===== src/rtl/systolic_input_feeder.sv =====
// rtl/systolic_input_feeder.sv - loads an NxN tile from the unified buffer and streams it skewed into a systolic array
module systolic_input_feeder #(
    parameter int N      = 2,
    parameter int DATA_W = 16,
    parameter int ADDR_W = 6,
    parameter int MEM_W  = 32
) (
    input  logic                clk,
    input  logic                reset,
    input  logic                start,
    input  logic [ADDR_W-1:0]   base_addr,
    input  logic                hold,
    output logic                mem_rd_en,
    output logic [ADDR_W-1:0]   mem_rd_addr,
    input  logic [MEM_W-1:0]    mem_rd_data,
    output logic [N*DATA_W-1:0] a_out,
    output logic [N-1:0]        a_valid,
    output logic                busy,
    output logic                done
);

    localparam int IDX_W  = (N * N > 1) ? $clog2(N * N) : 1;
    localparam int STEP_W = $clog2(2 * N);
    localparam logic [IDX_W-1:0]  LAST_IDX  = IDX_W'(N * N - 1);
    localparam logic [STEP_W-1:0] LAST_STEP = STEP_W'(2 * N - 2);

    typedef enum logic [2:0] {
        S_IDLE,
        S_LOAD,
        S_WAIT,
        S_STREAM,
        S_DONE
    } state_t;

    state_t              state;
    logic [DATA_W-1:0]   tile [N*N];
    logic [IDX_W-1:0]    rd_cnt;
    logic [IDX_W-1:0]    cap_idx;
    logic                cap_en;
    logic [STEP_W-1:0]   step;
    logic [STEP_W-1:0]   nxt_step;
    logic [N*DATA_W-1:0] nxt_a_out;
    logic [N-1:0]        nxt_a_valid;
    logic [IDX_W-1:0]    elem_idx;
    int                  s;

    if (MEM_W > DATA_W) begin : g_hi_bits
        logic unused_hi;
        assign unused_hi = ^mem_rd_data[MEM_W-1:DATA_W];
    end

    // Lane r shows A[r][s-r]; the word still being captured is forwarded so N=1 works.
    always_comb begin
        nxt_step    = (state == S_WAIT) ? '0 : step + STEP_W'(1);
        s           = int'(nxt_step);
        nxt_a_out   = '0;
        nxt_a_valid = '0;
        elem_idx    = '0;
        for (int r = 0; r < N; r++) begin
            if (s >= r && s - r < N) begin
                elem_idx       = IDX_W'(r * N + s - r);
                nxt_a_valid[r] = 1'b1;
                nxt_a_out[r*DATA_W +: DATA_W] = (cap_en && cap_idx == elem_idx) ?
                    mem_rd_data[DATA_W-1:0] : tile[elem_idx];
            end
        end
    end

    always_ff @(posedge clk) begin
        if (cap_en) begin
            tile[cap_idx] <= mem_rd_data[DATA_W-1:0];
        end
    end

    always_ff @(posedge clk) begin
        if (reset) begin
            state       <= S_IDLE;
            mem_rd_en   <= 1'b0;
            mem_rd_addr <= '0;
            a_out       <= '0;
            a_valid     <= '0;
            busy        <= 1'b0;
            done        <= 1'b0;
            rd_cnt      <= '0;
            step        <= '0;
            cap_en      <= 1'b0;
            cap_idx     <= '0;
        end else begin
            cap_en  <= mem_rd_en;
            cap_idx <= rd_cnt;
            case (state)
                S_IDLE, S_DONE: begin
                    done  <= 1'b0;
                    state <= S_IDLE;
                    if (start) begin
                        state       <= S_LOAD;
                        mem_rd_en   <= 1'b1;
                        mem_rd_addr <= base_addr;
                        rd_cnt      <= '0;
                        busy        <= 1'b1;
                    end
                end
                S_LOAD: begin
                    if (rd_cnt == LAST_IDX) begin
                        mem_rd_en <= 1'b0;
                        state     <= S_WAIT;
                    end else begin
                        rd_cnt      <= rd_cnt + IDX_W'(1);
                        mem_rd_addr <= mem_rd_addr + ADDR_W'(1);
                    end
                end
                S_WAIT: begin
                    step    <= nxt_step;
                    a_out   <= nxt_a_out;
                    a_valid <= nxt_a_valid;
                    state   <= S_STREAM;
                end
                S_STREAM: begin
                    if (!hold) begin
                        if (step == LAST_STEP) begin
                            a_out   <= '0;
                            a_valid <= '0;
                            busy    <= 1'b0;
                            done    <= 1'b1;
                            state   <= S_DONE;
                        end else begin
                            step    <= nxt_step;
                            a_out   <= nxt_a_out;
                            a_valid <= nxt_a_valid;
                        end
                    end
                end
                default: state <= S_IDLE;
            endcase
        end
    end

endmodule


===== config.mk =====
export PLATFORM = sky130hd
export DESIGN_NAME = systolic_input_feeder
export DESIGN_NICKNAME = d
export VERILOG_FILES = /design/src/rtl/systolic_input_feeder.sv
export SDC_FILE = /design/constraint.sdc
export NUM_CORES = 1
export LEC_CHECK = 0
export ABC_AREA = 1
export BUFFER_PORTS_ARGS = -buffer_cell sky130_fd_sc_hd__buf_4
export CORE_UTILIZATION = 60
export DETAILED_ROUTE_END_ITERATION = 10
export PLACE_DENSITY = 0.95
export SLEW_MARGIN = 25
export SYNTH_ARGS = -nofsm -noshare
export SYNTH_HDL_FRONTEND = slang
export SYNTH_SLANG_ARGS = --single-unit

===== constraint.sdc =====
create_clock -name clk -period 4.6 [get_ports clk]
set_input_delay 0.46 -clock clk [delete_from_list [all_inputs] [get_ports clk]]
set_output_delay 0.46 -clock clk [all_outputs]
set_load 0.05 [all_outputs]

-- After elaboration in Yosys (flattened, before gate mapping)
Memories as Yosys holds them, arrays and structs flattened.
Cells that the tools add are included.
Widths: inputs -> output; s select.
- register bits: 53
- RAM bits: 64
- input bits: 42
- output and inout port bits: 43
- word-level logic and storage cells: 88
- memories: 1
- add/sub/neg operators: 6
- order comparisons: 3
- equal/unequal tests: 14
- mux-type cells: 38
- reductions and logical operators: 15
- memories (memory ; words ; bits a word ; read ports ; clocked after memory_dff ; wr ports ; RTL line ; text):
    tile ; 4 ; 16 ; 2 ; 0 ; 1 ; 36 ; logic [DATA_W-1:0] tile [N*N];
- operator list (cell ; number):
    $mux 16 ; 4
    $mux 32 ; 2
    $pmux 32 s2 ; 1
    $reduce_and 3->1 ; 5
    $mux 2 ; 7
    $mux 6 ; 2
    $ne 2x2->1 const B ; 6
    $pmux 2 s2 ; 3
    $pmux 3 s4 ; 1
    $pmux 6 s2 ; 1
    $mux 1 ; 11
    $mux 3 ; 3
    $add 6x1->6 const B ; 1
    $eq 3x2->1 const B ; 2
    $pmux 1 s2 ; 3
    $reduce_bool 2->1 ; 3
    $add 2x1->2 const B ; 2
    $eq 2x2->1 ; 2
    $eq 2x2->1 const B ; 2
    $reduce_and 4->1 ; 1
    $eq 3x1->1 const B ; 1
    $eq 3x3->1 const B ; 1
    $logic_and 1x1->1 ; 3
    $logic_not 3->1 ; 1
    other kinds (8) ; 8

-- Logic depth before layout (Yosys ltp)
- depth after elaboration: 11
- gate-level depth with buffers: 12
- mapped depth without buffers: 10

-- Worst setup path after synthesis
OpenSTA, ideal clock, no wires.
- path type: reg-to-reg
- start point: register cap_en
- end point: memory tile[1][0] (enable)
- setup time: 409 ps
- data arrival time: 1980 ps
- data required time: 4191 ps
- setup slack: 2211 ps
- stages on the path, launching flop included: 5
- path buffers: 2
- period minus slack after synthesis: 2389 ps
- cells stage by stage: dfxtp_1 > buf_2 > clkbuf_1 > inv_1 > nor3_1
- word-level cells in the longest chain between the ends: 2
- RTL lines (item ; RTL line ; text):
    from (decl) ; 39 ; logic cap_en;
    from (signal assigned) ; 89 ; cap_en <= mem_rd_en;
    $mux 1 ; 70 ; if (cap_en) begin
    $mux 1 (implied by the code) ; 71 ; tile[cap_idx] <= mem_rd_data[DATA_W-1:0];
    to (decl) ; 36 ;
Every way passes these cells.

-- Worst setup path in the final report
- start point: register state[1]
- end point: register a_out[31]
- word-level cells in the longest chain between the ends: 11
- elaborated cells on any way between the ends: 20
- classes of those cells: add/sub: 3; order compare: 2; eq/ne: 4; mux: 6; reduce/logical: 4; memory: 1
- RTL lines (item ; RTL line ; text):
    from (decl) ; 35 ; state_t state;
    from (signal assigned) ; 77 ; state <= S_IDLE;
    from (signal assigned) ; 94 ; state <= S_IDLE;
    from (signal assigned) ; 96 ; state <= S_LOAD;
    parallel branches: the longest is 11 deep, another holds $mem_v2 4x16 ; n/a ;
    to (signal assigned) ; 114 ; a_out <= nxt_a_out;
    to (signal assigned) ; 128 ; a_out <= nxt_a_out;
    to (decl) ; 16 ; output logic [N*DATA_W-1:0] a_out,
Parallel ways; which one is timed is not known. The select of a mux whose other input is x is not followed.
A chain may end at the register's enable or synchronous reset.

==> impl_metrics.yaml <==
power:
  power_frac_comb_pct: 45.6
  switching_share_pct: 45.68
  intPower_mw: 2.609
  power.leakage_nw: 2.633
  p_clk_share_pct: 24.7
  p_per_area_mw_per_mm2: 758.4
  peakVddDrop_mv: 0.3729
  p_seq_share_pct: 29.6
  switchingPower_mw: 2.194
critical_path:
  slowest_stage: "nand2_2"
  critPathCapture: "a_out[31]"
  crit_type: "flop to flop"
  worstPathCellList: "nand3_2, nand2_2, nand2_2, nand2_4, nor2_8, inv_2, nand2_1, nand3_1, a21oi_1"
  r2r_slack_ps: 1390
  path_delay_family: "simple AND/OR/NAND/NOR gates"
  critPathRequiredTime_ps: 5000
  start_kind: "flop"
  r2r_end: "a_out[31]"
  crit_cells: 9
  crit_top_cell: "nand2_2"
  critPathCaptureType: "flop"
  cp.arrival_ps: 3610
  path_buf_inv: 1
  setup.worst_path.start: "state[1]"
  cp_max_fo: 52
  rr_startpoint: "state[1]"
  max_stage_delay_ps: 900
  rr_worst_depth: 9
routing:
  drt-initial-drc-count: 702
  vias: 4906
  wl_um: 14960
  ant_nets: 0
  wl_per_cell_um: 19.38
  drc: 0
  avgViaCountPerCell: 6.355
  firstDrtPassIters: 8
global_routing:
  grt-ovfl-total: 0
  grt_pass1_vias: 4747
  antenna_found_initial: 0
  grt_max_degree: 53
  grt_pass1_wl_um: 22910
  grt_use_total_pct: 34.10
synth:
  ys.flop_type: "edfxtp_1"
  synth-seq-cells: 117
  synthTopCellsByCount: "nand2_1 (163), nand3_1 (89), edfxtp_1 (64)"
  synth_top_area_share_pct: 36.32
  yosys.cell_count.top_type: "nand2_1"
  syn_inst: 593
  synth_cell_type_count: 36
  synth_area_per_cell_um2: 8.923
  synth_edf_count: 64
  synth_area_leader_cell: "edfxtp_1"
  synthArstFlopShare_pct: 0
  ys_warn_count: 0
  synth_area_mm2: 0.005291
  synth_area_leaders: "edfxtp_1 (36%), dfxtp_1 (20%), nand2_1 (12%)"
  synth_fp_nets: 638
  ys_seq_area_share_pct: 56.37
clock_network:
  cts_root_buf: "clkbuf_8"
  cts-resized-gates: 0
  cts_hold_buf: 0
  postCtsSetupBuffers: 0
  cts.sinks: 117
  clock_path_buffers: 2
  clock_latency_ps: 540
  cts_tree: "yes"
  clkTransAtPathRegs_ps: 60
  cts.htree.levels: 4
  numCtsBuffers: 17
timing:
  finalHoldViolCount: 0
  clock_skew_ps: 8.909
  min_period_ps: 3211
  tightestPinTransition_ps: 939.0
  period_share_pct: 69.80
  rsz0062_at_grt: "no"
  finalSetupTns_ps: 0
  finalSetupViolations: 0
  fmax_ghz: 0.3115
  finalMaxSlewViolations: 0
  slew_headroom_pct: 37.01
final_layout:
  nets: 699
  n_antenna_cell: 0
  fill_cells: 465
  drive_gt1_share_pct: 21.14
  areaGrowthSynthToFinish_pct: 19.67
  fin_cells: 772
status:
  status: "finished, final reports clean"
placement:
  dp_hpwl_um: 8532
  gp_congestion: 0.8390
  placement.io_buffers: 68
  dp_cells: 740
die:
  rows: 33
  initial_core_util_pct: 63.13
  coreArea_mm2: 0.008382
  die_area_mm2: 0.009199
  die_x_um: 95.91
  fp.dieH_um: 95.91
  ios: 85
worst_hold_path:
  hp-class: "primary input to flop"
  holdCritStartpoint: "mem_rd_data[15]"
run:
  maxCapViolCount: 0
worst min-delay path by stage:
| stage | endpoint | depth (start not counted) |
|---|---|---|
| 3_5_place_dp | cap_idx[1] | 2 |
| 2_1_floorplan | cap_idx[1] | 2 |
| 6_report | tile[0][15] | 1 |
| 4_1_cts | tile[3][10] | 1 |
| 3_3_place_gp | cap_idx[1] | 2 |
| 5_1_grt | tile[3][10] | 1 |
cells in the final DEF, fill, tap and decap left out, types with 2 or more instances in the layout:
master / count
inv_4: 2
o21ai_0: 28
ha_1: 3
clkbuf_8: 3
inv_2: 5
nand2_4: 3
dfxtp_1: 53
nand4_1: 16
nor2_1: 13
nor2_4: 2
clkinv_1: 2
a211oi_1: 2
inv_1: 38
nand3_1: 89
clkbuf_16: 17
edfxtp_1: 64
clkbuf_1: 3
nand2_1: 163
or2_2: 18
nor3_2: 3
nand2_2: 4
a31oi_1: 2
a21oi_1: 42
clkinv_2: 6
buf_4: 72
stage by stage:
step	power (mW)	cell area, um2	utilization, %	hold WS (ps)	setup slack [ps]
after floorplan	3.004	5291	-	418.2	2211
after global placement	3.413	5803	69.23	440.7	1758
after detailed placement	3.497	5803	69.23	456.7	1638
after CTS	4.720	6332	75.55	128.7	1523
after global routing	4.990	6332	75.55	127.8	1218
final	4.802	6332	75.55	132.7	1389
layer usage:
| layer | share of wire (%) | wire length, um | vias up | global-route usage (%) |
|---|---|---|---|---|
| met3 | 12 | 1740 | 109 | 9.716 |
| met2 | 49 | 7263 | 449 | 54.88 |
| met5 | 0 | 0 | - | 0 |
| met4 | 5.3 | 798 | 0 | 23.88 |
| li1 | - | - | 2145 | - |
| met1 | 34 | 5160 | 2203 | 39.25 |
worst reg2reg max path, cell delays in order (launching register included):
cell and delay, ps:
dfxtp_1 410, nand3_2 490, nand2_2 900, nand2_2 150, nand2_4 290, nor2_8 130
inv_2 320, nand2_1 120, nand3_1 160, a21oi_1 90
sequential cells by signal, indices dropped and copies added (netlist names):
name,cells
a_out,32
cap_en,1
mem_rd_en,1
step,2
done,1
tile,64
state,3
mem_rd_addr,6
cap_idx,2
a_valid,2
busy,1
rd_cnt,2
logic make-up (layout without fill, tap and decap cells):
family	after synthesis	after routing	share of synthesized area [%]
AO/OA/AOI/OAI	80	80	8.253
XOR/XNOR	1	1	0.1656
adder cells (fa/ha/maj)	3	3	0.7095
buffers and inverters	75	149	6.408
flip-flops	117	117	56.37
AND/OR/NAND/NOR	317	317	28.09
final cells by class:
type                    count  area [um2]  area share [%]
inverters                  45       168.9           2.667
multi-input cells         401        1979           31.26
well taps                 105       131.4           2.075
flip-flops and latches    117        2983           47.11
clock buffers              23       478.0           7.548
clock inverters             9       51.30          0.8101
repair buffers             72       540.5           8.536
power by group through the flow:
stage	registers [mW]	clock network, mW	logic (mW)
2_1_floorplan	1.86	0	1.14
3_3_place_gp	1.42	0	2.00
3_5_place_dp	1.43	0	2.06
4_1_cts	1.42	1.18	2.13
5_1_grt	1.44	1.23	2.33
6_report	1.42	1.19	2.19
Power figures use the tool's default switching activity.
